### config.mk
export PLATFORM = sky130hd
export DESIGN_NAME = fetch_pc_gen
export DESIGN_NICKNAME = d
export VERILOG_FILES = /design/src/rtl/frontend_pkg.sv /design/src/rtl/fetch_inflight_ctr.sv /design/src/rtl/fetch_pc_gen.sv
export SDC_FILE = /design/constraint.sdc
export NUM_CORES = 1
export LEC_CHECK = 0
export ABC_CLOCK_PERIOD_IN_PS = 8200
export BUFFER_PORTS_ARGS = -buffer_cell sky130_fd_sc_hd__buf_2
export CAP_MARGIN = 5
export CORE_MARGIN = 2
export CORE_UTILIZATION = 49
export CTS_CLUSTER_DIAMETER = 120
export DETAILED_ROUTE_END_ITERATION = 7
export HOLD_SLACK_MARGIN = 0.12
export MAX_ROUTING_LAYER = met4
export PLACE_DENSITY = 0.95
export RECOVER_POWER = 50
export SLEW_MARGIN = 20
export SYNTH_ARGS = -nofsm -noshare
export SYNTH_HDL_FRONTEND = slang
export SYNTH_SLANG_ARGS = --single-unit
### constraint.sdc
create_clock -name clock -period 8.2 [get_ports clock]
set_input_delay 0 -clock clock [delete_from_list [all_inputs] [get_ports clock]]
set_output_delay 0 -clock clock [all_outputs]
set_load 0.02 [all_outputs]
### src/rtl/frontend_pkg.sv
// Shared frontend types and width helpers for the fetch PC generator.
package frontend_pkg;

   localparam int unsigned PcWidthDefault    = 48;
   localparam int unsigned BlockBytesDefault = 64;

   function automatic int unsigned off_width(input int unsigned block_bytes);
      return $clog2(block_bytes);
   endfunction

   function automatic int unsigned cnt_width(input int unsigned max_outstanding);
      return $clog2(max_outstanding + 1);
   endfunction

   typedef enum logic [1:0] {StBoot, StRun, StFlush} fetch_state_e;

endpackage

### src/rtl/fetch_inflight_ctr.sv
// Tracks requests in flight for the current stream (live) and for flushed streams (drop),
// and routes in-order completions to keep or drop.
module fetch_inflight_ctr import frontend_pkg::*; #(
   parameter int unsigned MAX_OUTSTANDING = 2,
   parameter int unsigned CNT_W           = cnt_width(MAX_OUTSTANDING)
) (
   input  logic             clock,
   input  logic             reset_n,
   input  logic             fire,
   input  logic             ev,
   input  logic             resp_valid,
   output logic             resp_keep,
   output logic             resp_drop,
   output logic             full,
   output logic [CNT_W-1:0] outstanding
);

   logic [CNT_W-1:0] live_q, live_d;
   logic [CNT_W-1:0] drop_q, drop_d;
   logic             keep_dec;

   always_comb begin
      resp_drop   = resp_valid & (drop_q != '0);
      resp_keep   = resp_valid & (drop_q == '0);
      // A stray completion with nothing live must not underflow the counter
      keep_dec    = resp_keep & (live_q != '0);
      outstanding = live_q + drop_q;
      full        = outstanding >= CNT_W'(MAX_OUTSTANDING);
   end

   always_comb begin
      live_d = live_q;
      drop_d = drop_q;
      if (ev) begin
         // Everything still live, plus a same-cycle fire, becomes stale
         drop_d = drop_q - CNT_W'(resp_drop) + live_q - CNT_W'(keep_dec) + CNT_W'(fire);
         live_d = '0;
      end else begin
         live_d = live_q + CNT_W'(fire) - CNT_W'(keep_dec);
         drop_d = drop_q - CNT_W'(resp_drop);
      end
   end

   always_ff @(posedge clock) begin
      if (!reset_n) begin
         live_q <= '0;
         drop_q <= '0;
      end else begin
         live_q <= live_d;
         drop_q <= drop_d;
      end
   end

   resp_valid_when_idle: assert property (@(posedge clock) disable iff (!reset_n)
      !(resp_valid && (outstanding == '0)));

endmodule

### src/rtl/fetch_pc_gen.sv
// Fetch PC generator: issues block fetches, handles redirect/interrupt with an ibuffer
// flush, and realigns unaligned targets to the next block boundary.
module fetch_pc_gen import frontend_pkg::*; #(
   parameter int unsigned PC_WIDTH        = PcWidthDefault,
   parameter int unsigned BLOCK_BYTES     = BlockBytesDefault,
   parameter int unsigned INDEX_LO        = 3,
   parameter int unsigned INDEX_WIDTH     = 19,
   parameter int unsigned MAX_OUTSTANDING = 2
) (
   input  logic                                  clock,
   input  logic                                  reset_n,
   input  logic [PC_WIDTH-1:0]                   boot_addr,
   input  logic                                  interrupt_valid,
   input  logic [PC_WIDTH-1:0]                   interrupt_addr,
   input  logic                                  redirect_valid,
   input  logic [PC_WIDTH-1:0]                   redirect_target,
   input  logic                                  ibuf_ready,
   output logic                                  req_valid,
   input  logic                                  req_ready,
   output logic [INDEX_WIDTH-1:0]                req_index,
   output logic [off_width(BLOCK_BYTES)-1:0]     req_offset,
   input  logic                                  resp_valid,
   output logic                                  resp_keep,
   output logic                                  resp_drop,
   output logic                                  flush_ibuffer,
   output logic [PC_WIDTH-1:0]                   pc,
   output logic [cnt_width(MAX_OUTSTANDING)-1:0] outstanding
);

   localparam int unsigned Off  = off_width(BLOCK_BYTES);
   localparam int unsigned BlkW = PC_WIDTH - Off;
   localparam int unsigned CntW = cnt_width(MAX_OUTSTANDING);

   fetch_state_e        state_q, state_d;
   logic [PC_WIDTH-1:0] pc_q, pc_d;
   logic                flush_q;
   logic                ev, ev_acc, fire, full;
   logic [PC_WIDTH-1:0] target;
   logic [BlkW-1:0]     blk_next;

   fetch_inflight_ctr #(
      .MAX_OUTSTANDING (MAX_OUTSTANDING),
      .CNT_W           (CntW)
   ) u_inflight (
      .clock       (clock),
      .reset_n     (reset_n),
      .fire        (fire),
      .ev          (ev_acc),
      .resp_valid  (resp_valid),
      .resp_keep   (resp_keep),
      .resp_drop   (resp_drop),
      .full        (full),
      .outstanding (outstanding)
   );

   always_ff @(posedge clock) begin
      if (!reset_n) state_q <= StBoot;
      else          state_q <= state_d;
   end

   always_comb begin
      state_d = state_q;
      unique case (state_q)
         StBoot:  state_d = StRun;
         StRun:   if (ev) state_d = StFlush;
         StFlush: state_d = ev ? StFlush : StRun;
         default: state_d = StBoot;
      endcase
   end

   always_comb begin
      req_valid     = (state_q == StRun) & ibuf_ready & ~full;
      req_index     = pc_q[INDEX_LO+INDEX_WIDTH-1:INDEX_LO];
      req_offset    = pc_q[Off-1:0];
      flush_ibuffer = flush_q;
      pc            = pc_q;
   end

   always_comb begin
      ev       = interrupt_valid | redirect_valid;
      ev_acc   = ev & (state_q != StBoot);
      fire     = req_valid & req_ready;
      target   = interrupt_valid ? interrupt_addr : redirect_target;
      blk_next = pc_q[PC_WIDTH-1:Off] + BlkW'(1);
      pc_d     = pc_q;
      // Redirect wins over the sequential advance of a same-cycle fire
      if (state_q == StBoot) pc_d = boot_addr;
      else if (ev)           pc_d = target;
      else if (fire)         pc_d = {blk_next, {Off{1'b0}}};
   end

   always_ff @(posedge clock) begin
      if (!reset_n) begin
         pc_q    <= boot_addr;
         flush_q <= 1'b0;
      end else begin
         pc_q    <= pc_d;
         flush_q <= ev_acc;
      end
   end

endmodule

* Word-level counts from Yosys, hierarchy flattened
Index checks and enable logic that the tools add are counted.
** Cells by class
- Magnitude comparators :: 1
- Bitwise gates (word level) :: 10
- Add/sub/neg operators :: 8
- Reductions and logical operators :: 6
- Muxes and demuxes :: 9
- Eq/ne operators :: 4
** Operator list (number)
- 48-bit 2-to-1 mux :: 5
- 42-bit by 1-bit adder with 42-bit output (second input constant) :: 1
- 1-bit bitwise AND :: 7
- 2-bit 2-to-1 mux :: 3
- 2-bit case mux with 3 select lines :: 1
- 2-bit nonzero test :: 3
- 2-bit by 1-bit subtractor with 2-bit output :: 3
- 2-bit by 1-bit adder with 2-bit output :: 2
- 2-bit adder :: 2
- 2-bit zero test :: 2
- 4-bit by 1-bit != test with 1-bit output (second input constant) :: 1
- 2-bit by 1-bit == test with 1-bit output (second input constant) :: 1
- 2-bit == test (second input constant) :: 1
- 2-bit greater-or-equal comparator (second input constant) :: 1
- 2-bit != test (second input constant) :: 1
- 1-bit NOT :: 2
- 2-bit OR reduction :: 1
- 1-bit bitwise OR :: 1
** Word-level totals
- Word-level logic and storage cells :: 43
- Bits of input ports :: 151
- Output and inout bits :: 79
- Register bits after elaboration :: 55

* Depth between registers and ports, before layout
Gate-level depths: netlist of run 1.
- Depth after elaboration :: 9
- Gate-level depth with buffers :: 10
- Gate-level depth less buffers :: 10

* By module
From an unflattened synthesis of run 1, not the netlist that was laid out.
** Second synthesis, totals
- Cells, all modules :: 469
- Area total of the unflattened synthesis :: 4237.8 sq um
** By module, submodules not included
- fetch_pc_gen :: times used 1, area each 3908.7 sq um, cells an instance 436
- fetch_inflight_ctr :: times used 1, area each 329.1 sq um, cells an instance 33

* Worst setup path after synthesis of run 1
No wires, ideal clock.
- Path type :: reg2reg
- Start :: register u_inflight.live_q[0]
- End :: register pc_q[0] (netlist: pc[0]) (enable)
- Data arrival time :: 2829 ps
- Buffers on the path :: 0
- Clock period less this slack :: 3242 ps
- Cell stages (with the launch flop) :: 6
- Setup slack :: 4958 ps
- Library setup time :: 413 ps
- Required time :: 7787 ps
- Path through :: dfxtp_1 -> ha_1 -> xnor2_1 -> nor3_1 -> and2_1 -> nand2b_1
** On the way
- Word-level cells in the longest chain between the ends :: 6
** RTL lines
- start, declared :: line fetch_inflight_ctr.sv:18 : logic [CNT_W-1:0] live_q, live_d;
- start signal, assigned :: line fetch_inflight_ctr.sv:49 : live_q <= live_d;
- 2-bit adder :: line fetch_inflight_ctr.sv:27 : outstanding = live_q + drop_q;
- named net outstanding[1] :: line fetch_pc_gen.sv:27 : output logic [cnt_width(MAX_OUTSTANDING)-1:0] outstanding
- 2-bit greater-or-equal comparator :: line fetch_inflight_ctr.sv:28 : full = outstanding >= CNT_W'(MAX_OUTSTANDING);
- 1-bit NOT :: line fetch_pc_gen.sv:72 : req_valid = (state_q == StRun) & ibuf_ready & ~full;
- 1-bit bitwise AND :: line fetch_pc_gen.sv:72
- named net req_valid :: line fetch_pc_gen.sv:18 : output logic req_valid,
- 1-bit bitwise AND :: line fetch_pc_gen.sv:82 : fire = req_valid & req_ready;
- 4-bit by 1-bit != test with 1-bit output (no source line)
- end signal, assigned :: line fetch_pc_gen.sv:94 : pc_q <= boot_addr;
- end signal, assigned :: line fetch_pc_gen.sv:97 : pc_q <= pc_d;
- end, declared :: line fetch_pc_gen.sv:35 : logic [PC_WIDTH-1:0] pc_q, pc_d;
The timed path passes the listed nets, and every way through them passes these cells.
A chain may end at the register's enable or synchronous reset.

* Worst setup path after layout of run 1
- Start :: input port interrupt_valid
- End :: register pc_q[46] (netlist: pc[46]) (data pin)
** On the way
- Word-level cells in the longest chain between the ends :: 4
- Elaborated cells between the ends (all ways) :: 5
- Those cells by class :: 4 x mux; 1 x bitwise
** RTL lines
- start, declared :: line fetch_pc_gen.sv:13 : input logic interrupt_valid,
- 48-bit 2-to-1 mux or 1-bit bitwise OR (tied branches) :: line fetch_pc_gen.sv:83, fetch_pc_gen.sv:80
- 48-bit 2-to-1 mux (*) :: line fetch_pc_gen.sv:88 : else if (ev) pc_d = target;
- 48-bit 2-to-1 mux (*) :: line fetch_pc_gen.sv:87 : if (state_q == StBoot) pc_d = boot_addr;
- 48-bit 2-to-1 mux (*) :: line fetch_pc_gen.sv:93 : if (!reset_n) begin
Mark *: on every way between the ends. The rest lies on a longest branch, timed or not.

==> results of run 1 <==
-- metal layers --
metal | GRT usage | routed length (um)
met1 | 0.3699 | 5750
met5 | - | 0
met2 | 0.5962 | 8435
met3 | 0.05491 | 1241
met4 | 0.1950 | 738
-- through the flow --
stage / cells / area, sq um
5_1_grt: 855 / 6072
4_1_cts: 854 / 6167
2_1_floorplan: 482 / 4208
3_5_place_dp: 764 / 5234
6_report: 855 / 6072
3_3_place_gp: 764 / 5234
-- sequential cells by signal, indices dropped and copies added (netlist names) --
signal and count:
pc 48, u_inflight.live_q 2, u_inflight.drop_q 2, state_q 2, flush_ibuffer 1
-- Yosys cell counts (2+ instances only) --
master    number
nor2_1        63
edfxtp_1      48
a221oi_1      32
nand2_1       32
xor2_1        29
o22ai_1       27
buf_4         25
o21ai_0       24
clkbuf_1      23
a21oi_1       22
nand4_1       22
nand3_1       14
xnor2_1       14
nor3_1        13
and3_1        12
inv_1         10
dfxtp_1        7
buf_1          6
ha_1           6
a221o_1        5
and2_1         4
o21a_1         4
a31oi_1        3
and4_1         3
buf_2          3
nand2b_1       3
nor4_1         3
mux2i_1        2
nand3_2        2
nand4b_1       2
-- path summary, 6_finish.rpt --
kind | slack [ns] | endpoint | from
setup / recovery | 4.17 | pc[46]$_DFFE_PP_ | interrupt_valid
hold reg to reg | 0.57 | state_q[0]$_SDFFE_PN0P_ | state_q[1]$_SDFFE_PN0P_
hold / removal | 0.11 | pc[29]$_DFFE_PP_ | redirect_target[29]
setup reg to reg | 5.21 | u_inflight.drop_q[1]$_SDFF_PN0_ | u_inflight.drop_q[1]$_SDFF_PN0_
-- logic make-up (layout without fill, tap and decap cells) --
| family | count (synthesis) | in the layout | synth area share |
|---|---|---|---|
| and+or+nand+nor | 183 | 183 | 0.2227 |
| adders and majority gates | 7 | 7 | 0.02260 |
| AOI/OAI and AO/OA | 124 | 124 | 0.1989 |
| buffers and inverters | 67 | 334 | 0.08296 |
| muxes | 3 | 3 | 0.007434 |
| other | 0 | 1 | 0 |
| xor gates and xnor gates | 43 | 43 | 0.08950 |
| DFF | 55 | 55 | 0.3759 |
-- power by group --
group	internal (mW)	switching, mW
combinational	0.177	0.259
clock	0.0870	0.0982
sequential	0.358	0.0619
-- area by class of cell --
cell class	instances	area, sq um	share of cell area
diodes	1	2.502	0.0004121
clock buffers	7	107.6	0.01772
clock inverters	1	5.005	0.0008242
inverters	10	37.54	0.006182
multi-input cells	360	2308	0.3802
flip-flops and latches	55	1582	0.2605
well taps	105	131.4	0.02164
repair buffers	316	1898	0.3126
-- critical path: cells and delay by family --
family / cells / cell delay [ns]
AO/OA/AOI/OAI: 3 / 0.67
buffers and inverters: 4 / 3.34
AND/OR/NAND/NOR: 1 / 0.07
==> results.py, run 1 <==
metrics = {
    "timing": {
        "slew_headroom": -0.7312,
        "finalCriticalPeriod_ns": 4.030,
        "tns_ns": 0,
        "setup_slack_ns": 4.170,
        "hold_violations": 0,
        "max_slew.worst_pin.slew_ns": 2.597,
        "fin_hold_ws_ns": 0.1140,
        "finClkSkew_ns": 0.009170,
        "grt_setup_unrepaired": "false",
        "finalSetupViolCount": 0,
        "fmax_ghz": 0.2481,
        "final_max_slew_viol_count": 90,
        "fin_crit_sh": 0.4915,
    },
    "logic_synthesis": {
        "async_reset_ff_frac": 0,
        "synth_enable_flop_cells": 48,
        "syn_avg_cell_area_sq_um": 8.730,
        "yosys.area.top_type": "edfxtp_1",
        "syn_nets": 640,
        "ys_seq_area_frac": 0.3759,
        "synth_area_sq_mm": 0.004208,
        "yosysTopAreaCellShare": 0.3426,
        "ys_types": 49,
        "ys_warn_count": 0,
        "synth_seq_cells": 55,
        "synthCells": 482,
        "synthFlopType": "edfxtp_1",
        "synthTopCellsByArea": "edfxtp_1, a221oi_1, xor2_1",
    },
    "clock_tree": {
        "cts_tree": "built",
        "clk_latency_ns": 0.31,
        "cts_setup_buffers": 0,
        "cts_made_buffers": 5,
        "ctsHoldBuffers": 82,
        "htree_levels": 2,
        "cts_buffer_depth": 2,
        "clk_pin_slew_ns": 0.11,
        "cts_root_buffer": "clkbuf_8",
        "cts.sinks": 55,
        "cts_resized": 0,
    },
    "critical_path": {
        "criticalPathCategory": "input pin to flop",
        "crit_path_end_kind": "flop",
        "r2r_cells": 10,
        "cp.required_ns": 8.27,
        "path_cells": "buf_2, clkbuf_1, inv_1, o22ai_1, nor2_1, a21oi_1, a31oi_1, dlygate4sd3_1",
        "critPathMaxStageDelay_ns": 1.84,
        "path_max_fanout": 55,
        "crit_slowest_cell": "clkbuf_1",
        "arrival_ns": 4.10,
        "start_kind": "input pin",
    },
    "placement": {
        "post-place-ws_ns": 5.249,
        "hpwl_mm": 10.09,
        "place_congestion": 0.8989,
        "portBuffers": 229,
    },
    "worst_hold_path": {
        "hold_class": "input pin to flop",
        "hold_depth": 3,
    },
    "drt": {
        "dr.first_iter.drc_count": 391,
        "drc_errors": 0,
        "ant_nets": 0,
        "first_pass_iters": 5,
        "drt-total-wl_mm": 16.17,
        "via_count": 5188,
        "wl_per_cell_um": 18.91,
        "via_per_inst": 6.068,
    },
    "die": {
        "die_area_sq_mm": 0.009344,
        "die_h_um": 96.67,
        "initial_core_util": 0.5095,
        "die_w_um": 96.67,
        "core_area_sq_mm": 0.008258,
        "row_count": 33,
        "io_pins": 230,
    },
    "final_layout": {
        "final_cell_mix": "buf_2, dlygate4sd3_1, clkbuf_1, nor2_1, edfxtp_1",
        "final_common_cell": "buf_2",
        "drive_gt1_frac": 0.2336,
        "fillers": 637,
        "finalNetCount": 906,
        "utilization": 0.7353,
        "area_growth_pct": 44.31,
    },
    "grt": {
        "antenna_found_initial": 1,
        "grt_pass1_wl_mm": 25.69,
        "grt_overflow": 0,
        "grt_max_degree": 68,
        "grt_pass1_vias": 5492,
        "track_usage": 0.3425,
    },
    "power": {
        "p_total_mw": 1.041,
        "p_leak_nw": 2.442,
        "peakVddDrop_v": 0.00009460,
        "p_per_area_mw_per_mm2": 171.5,
    },
    "status": {
        "violations": "max-capacitance violations, max-slew violations",
        "outcome": "finished, violations left",
    },
    "flow_run": {
        "maxCapViolCount": 2,
    },
}
No activity file was read; power rests on OpenSTA's default activity.
==> run 2, diff against run 1 <==
- ABC_AREA: unset -> 1
- ABC_CLOCK_PERIOD_IN_PS: 8200 -> 3300
- CORE_UTILIZATION: 49 -> 43
- PLACE_DENSITY: 0.95 -> 0.9
- clock period: 8.2 -> 3.3 ns (I/O delays scaled with it)
==> run 2 against run 1 <==
The flow now finishes without violations. First-iteration DRC count rose by 0.77%. Wire length increased by 1.0%. Hold slack about the same. Setup slack worse by 3.5 ns. Sequential power increased by 150%. Sequential share of layout area fell by 2.3 points. Clock skew grew 0.0086 ns. Via count rose by 7.3%.
==> results.py, run 2 <==
metrics = {
    "drt": {
        "via_per_inst": 5.282,
        "via_count": 5567,
        "wl_per_cell_um": 15.49,
        "drt-total-wl_mm": 16.33,
        "ant_nets": 0,
        "drc_errors": 0,
        "first_pass_iters": 5,
        "dr.first_iter.drc_count": 394,
    },
    "logic_synthesis": {
        "async_reset_ff_frac": 0,
        "synthFlopType": "edfxtp_1",
        "ys_warn_count": 0,
        "synth_area_sq_mm": 0.004644,
        "yosysMostFrequentCell": "nand2_1",
        "synthCells": 629,
        "synth_enable_flop_cells": 48,
        "syn_nets": 787,
        "synthTopCellsByArea": "edfxtp_1, nand2_1, nor2_1",
        "ys_seq_area_frac": 0.3405,
        "yosys.area.top_type": "edfxtp_1",
        "ys_types": 39,
        "syn_avg_cell_area_sq_um": 7.384,
        "synth_seq_cells": 55,
        "yosysTopAreaCellShare": 0.3103,
        "synth_commonest_cells": "nand2_1, nor2_1, inv_1",
    },
    "placement": {
        "portBuffers": 229,
        "place_congestion": 0.9678,
        "dpl-instance-area_sq_mm": 0.005737,
        "hpwl_mm": 11.82,
    },
    "critical_path": {
        "regToRegSetupSlack_ns": 0.67,
        "crit_path_end_kind": "flop",
        "start_kind": "flop",
        "path_max_fanout": 8,
        "crit-reg2reg-capture": "pc[38]$_DFFE_PP_",
        "cp.required_ns": 3.37,
        "arrival_ns": 2.70,
        "r2r_cells": 10,
        "criticalPathCategory": "flop to flop",
        "worstReg2RegStart": "pc[6]$_DFFE_PP_",
    },
    "power": {
        "p_leak_nw": 2.899,
        "peakVddDrop_v": 0.0003314,
        "p_total_mw": 2.519,
        "p_per_area_mw_per_mm2": 378.8,
    },
    "final_layout": {
        "area_growth_pct": 43.18,
        "largest_reg_flops": 48,
        "finalNetCount": 1075,
        "final_area_sq_mm": 0.006650,
        "drive_gt1_frac": 0.2222,
        "final_cell_mix": "buf_2, nand2_1, nor2_1, dlygate4sd3_1, clkbuf_1",
        "antenna_cells": 0,
        "fillers": 999,
        "utilization": 0.6384,
        "final_common_cell": "buf_2",
    },
    "die": {
        "die_area_sq_mm": 0.01165,
        "die_h_um": 107.9,
        "initial_core_util": 0.4459,
        "core_area_sq_mm": 0.01042,
        "die_w_um": 107.9,
        "row_count": 37,
        "io_pins": 230,
    },
    "timing": {
        "grt_setup_unrepaired": "false",
        "slew_headroom": 0.3128,
        "max_slew.worst_pin.slew_ns": 1.031,
        "final_max_slew_viol_count": 0,
        "fmax_ghz": 0.3799,
        "fin_crit_sh": 0.7976,
        "finalCriticalPeriod_ns": 2.632,
        "fin_hold_ws_ns": 0.1143,
        "finClkSkew_ns": 0.01772,
        "finalSetupViolCount": 0,
        "tns_ns": 0,
        "hold_violations": 0,
    },
    "clock_tree": {
        "cts_made_buffers": 5,
        "htree_levels": 2,
        "clk_latency_ns": 0.32,
        "cts_buffer_depth": 2,
        "clk_pin_slew_ns": 0.12,
        "cts_setup_buffers": 0,
        "cts_tree": "built",
        "cts.sinks": 55,
        "cts_root_buffer": "clkbuf_8",
    },
    "grt": {
        "grt_pass1_wl_mm": 25.93,
        "grt_overflow": 0,
        "track_usage": 0.2886,
        "grt_max_degree": 43,
        "antenna_found_initial": 0,
        "grt_pass1_vias": 5547,
    },
    "worst_hold_path": {
        "hold_depth": 3,
        "hold_class": "input pin to flop",
        "min_from": "redirect_target[27]",
        "hold_path_end": "pc[27]$_DFFE_PP_",
    },
    "status": {
        "outcome": "finished, final reports clean",
    },
    "flow_run": {
        "maxCapViolCount": 0,
    },
}
==> run 2: cell count changes after synthesis, sizes merged, moves of 27 or more <==
cell / before / now
inv: 10 / 53
nand2: 32 / 138
nand3: 16 / 43
nor2: 63 / 125
o22ai: 27 / 0
==> run 2: stage by stage <==
step	instances	setup slack, ns
floorplan	629	0.1194
global placement	953	1.237
detailed placement	953	1.185
CTS	1054	0.7231
global route	1054	0.4926
finish	1054	0.6678
==> run 2: per-layer routing <==
| metal | vias to the layer above | routed length, um | track usage |
|---|---|---|---|
| met5 | - | 0 | - |
| met3 | 41 | 1242 | 0.03677 |
| li1 | 2701 | - | - |
| met2 | 281 | 8127 | 0.5189 |
| met4 | 0 | 380 | 0.07601 |
| met1 | 2544 | 6579 | 0.3404 |
==> run 2: critical path, stage by stage, from the launching register on <==
cell           delay (ns)
edfxtp_1             0.58
ha_1                 0.25
nand2_2              0.11
nor2_8               0.21
nand2_4              0.08
nor2_2               0.17
nand2_1              0.12
xor2_1               0.16
nand2_1              0.06
a21oi_1              0.06
dlygate4sd3_1        0.57
==> run 2: power breakdown <==
group / total, mW / switching [mW] / internal, mW
registers: 1.03 / 0.146 / 0.880
logic: 1.09 / 0.658 / 0.436
clock network: 0.398 / 0.245 / 0.153
==> run 2: worst max path at each step <==
stage | startpoint | end | slack, ns | cells past startpoint
2_1_floorplan | u_inflight.drop_q[1]$_SDFF_PN0_ | pc[0]$_DFFE_PP_ | 0.12 | 5
3_3_place_gp | u_inflight.drop_q[1]$_SDFF_PN0_ | u_inflight.drop_q[1]$_SDFF_PN0_ | 1.24 | 9
4_1_cts | pc[6]$_DFFE_PP_ | pc[38]$_DFFE_PP_ | 0.72 | 10
6_report | pc[6]$_DFFE_PP_ | pc[38]$_DFFE_PP_ | 0.67 | 10
5_1_grt | pc[6]$_DFFE_PP_ | pc[38]$_DFFE_PP_ | 0.49 | 10
3_5_place_dp | u_inflight.drop_q[1]$_SDFF_PN0_ | u_inflight.drop_q[1]$_SDFF_PN0_ | 1.18 | 9
==> run 2: logic make-up after synthesis <==
kind of cell / Yosys count / synth area share
buffers and inverters: 101 / 0.1045
adder cells (fa/ha/maj): 7 / 0.02047
multiplexers: 6 / 0.01293
AO/OA/AOI/OAI: 115 / 0.1627
flip-flops: 55 / 0.3405
AND/OR/NAND/NOR: 328 / 0.3268
XOR/XNOR: 17 / 0.03206
==> run 2: area by class of cell <==
type	count	area, sq um	share of cell area
multi-input combinational	473	2580	0.3880
tap	136	170.2	0.02559
inverter	53	198.9	0.02992
timing repair buffer	329	2027	0.3048
clock buffer	5	68.82	0.01035
sequential	55	1582	0.2378
clock inverter	3	23.77	0.003575
==> run 2: timing repair <==
action / CTS / global route
gates resized for setup: 0 / 0
hold buffers: 93 / 0
hold endpoints to repair: 50 / 0
==> run 3, diff against run 2 <==
- ABC_AREA: 1 -> 0
- ABC_CLOCK_PERIOD_IN_PS: 3300 -> 2150
- CORE_UTILIZATION: 43 -> 41
- PLACE_DENSITY: 0.9 -> 0.89
- clock period: 3.3 -> 2.15 ns (I/O delays scaled with it)
==> run 3 against run 2 <==
The run now ends with negative setup slack left. Hold slack better by 0.0045 ns. Flip-flop and latch count is the same. Critical endpoint is now u_inflight.drop_q[1]$_SDFF_PN0_. First-iteration DRC count increased by 29%. Critical path depth unchanged. Sequential share of layout area down 1.3 points. Global-route usage increased by 5.0 points. Die area down 4.8%. Critical path type unchanged.
==> results.py, run 3 (same netlist as run 1, synthesis figures left out) <==
metrics = {
    "grt": {
        "grt_pass1_wl_mm": 28.90,
        "grt_pass1_vias": 5699,
        "track_usage": 0.3382,
        "grt_overflow": 0,
        "antenna_found_initial": 0,
        "grt_max_degree": 37,
    },
    "critical_path": {
        "arrival_ns": 2.75,
        "worstReg2RegStart": "u_inflight.drop_q[1]$_SDFF_PN0_",
        "start_kind": "flop",
        "crit_end": "u_inflight.drop_q[1]$_SDFF_PN0_",
        "path_cells": "o21a_4, ha_4, ha_4, inv_2, fa_2, xor2_2, nor2_1, or4b_4, xnor2_1, and2_1",
        "r2r_cells": 10,
        "crit-reg2reg-capture": "u_inflight.drop_q[1]$_SDFF_PN0_",
        "crit_slowest_cell": "or4b_4",
        "criticalPathCategory": "flop to flop",
        "startpoint": "u_inflight.drop_q[1]$_SDFF_PN0_",
        "regToRegSetupSlack_ns": -0.37,
        "cp.required_ns": 2.38,
        "critPathMaxStageDelay_ns": 0.48,
        "crit_top_cell": "ha_4",
        "crit_path_end_kind": "flop",
        "path_max_fanout": 3,
    },
    "final_layout": {
        "largest_reg_flops": 48,
        "fillers": 715,
        "final_cell_mix": "buf_2, dlygate4sd3_1, clkbuf_1, nor2_1, edfxtp_1",
        "stdcell_count": 976,
        "antenna_cells": 0,
        "finalNetCount": 1000,
        "final_area_sq_mm": 0.007077,
        "area_growth_pct": 68.18,
        "final_common_cell": "buf_2",
        "drive_gt1_frac": 0.2966,
    },
    "timing": {
        "finalSetupViolCount": 27,
        "final_max_slew_viol_count": 0,
        "fin_hold_ws_ns": 0.1187,
        "setup_slack_ns": -0.3668,
        "fmax_ghz": 0.3973,
        "fin_crit_sh": 1.171,
        "max_slew.worst_pin.slew_ns": 0.6655,
        "grt_setup_unrepaired": "true",
        "finalCriticalPeriod_ns": 2.517,
        "hold_violations": 0,
        "finClkSkew_ns": 0.01383,
        "slew_headroom": 0.5543,
    },
    "drt": {
        "first_pass_iters": 5,
        "wl_per_cell_um": 19.89,
        "drt-total-wl_mm": 19.41,
        "ant_nets": 0,
        "drc_errors": 0,
        "via_count": 5790,
        "dr.first_iter.drc_count": 508,
        "via_per_inst": 5.932,
    },
    "worst_hold_path": {
        "hold_class": "input pin to flop",
    },
    "placement": {
        "portBuffers": 229,
        "dpl-instance-area_sq_mm": 0.005734,
        "dp.cells": 834,
        "hpwl_mm": 11.73,
        "place_congestion": 0.8528,
        "post-place-ws_ns": -0.3805,
    },
    "power": {
        "p_total_mw": 4.361,
        "p_per_area_mw_per_mm2": 616.3,
        "peakVddDrop_v": 0.0005158,
        "p_leak_nw": 2.954,
    },
    "clock_tree": {
        "cts_root_buffer": "clkbuf_8",
        "cts_buffer_depth": 2,
        "htree_levels": 2,
        "clk_latency_ns": 0.33,
        "cts_tree": "built",
        "clk_pin_slew_ns": 0.11,
        "cts_made_buffers": 5,
        "cts.sinks": 55,
    },
    "die": {
        "initial_core_util": 0.4266,
        "row_count": 36,
        "die_w_um": 105.3,
        "die_area_sq_mm": 0.01109,
        "die_h_um": 105.3,
        "core_area_sq_mm": 0.009864,
        "io_pins": 230,
    },
    "status": {
        "violations": "negative setup slack",
        "outcome": "finished, violations left",
    },
    "flow_run": {
        "maxCapViolCount": 0,
    },
}
-- run 3: final cells by class --
class | instances | area [sq um] | share of cell area
Inverter | 10 | 37.54 | 0.005304
Multi-Input combinational cell | 360 | 2476 | 0.3499
Tap cell | 133 | 166.4 | 0.02351
Sequential cell | 55 | 1588 | 0.2244
Clock buffer | 8 | 100.1 | 0.01414
Timing Repair Buffer | 410 | 2709 | 0.3828
-- run 3: routing by layer --
layer  vias to the layer above  global-route usage  wire length [um]
li1                       2518                   -                 -
met1                      2684              0.3834              7091
met2                       474              0.5820              9472
met3                       114             0.05009              1915
met4                         0              0.1676               932
met5                         -                   -                 0
-- run 3: what timing repair did --
action | 4_1_cts | 5_1_grt
gates resized for setup | 1 | 13
pin swaps | 1 | 17
setup buffers | 0 | 8
hold endpoints to repair | 48 | 1
setup endpoints to repair | 1 | 18
gates cloned | 0 | 1
hold buffers | 124 | 1
-- run 3: worst min-delay path by stage --
stage	startpoint	end	slack [ns]	cells past startpoint
floorplan	reset_n	u_inflight.drop_q[1]$_SDFF_PN0_	0.12	1
global placement	boot_addr[8]	pc[8]$_DFFE_PP_	0.28	3
detailed placement	boot_addr[8]	pc[8]$_DFFE_PP_	0.29	3
CTS	interrupt_addr[10]	pc[10]$_DFFE_PP_	0.12	3
global route	boot_addr[15]	pc[15]$_DFFE_PP_	0.13	3
finish	boot_addr[15]	pc[15]$_DFFE_PP_	0.12	3
-- run 3: where the power goes --
group / internal, mW / switching, mW / total, mW
clock: 0.296 / 0.378 / 0.673
sequential: 1.37 / 0.199 / 1.57
combinational: 0.934 / 1.18 / 2.12
total: 2.60 / 1.76 / 4.36
-- run 3: critical path: cells and delay by family (launching register included) --
family                   cells  cell delay (ns)
AO/OA/AOI/OAI                1             0.21
XOR/XNOR                     2             0.28
adder cells (fa/ha/maj)      3             0.81
buffers and inverters        1             0.03
flip-flops                   1             0.38
AND/OR/NAND/NOR              3             0.70
-- run 3: stage by stage --
stage / util / setup TNS [ns]
final: 0.7174 / -3.144
after CTS: 0.7177 / -0.3877
after global routing: 0.7174 / -6.712
after floorplan: - / -0.3408
after global placement: 0.5813 / -0.3209
after detailed placement: 0.5813 / -0.3805
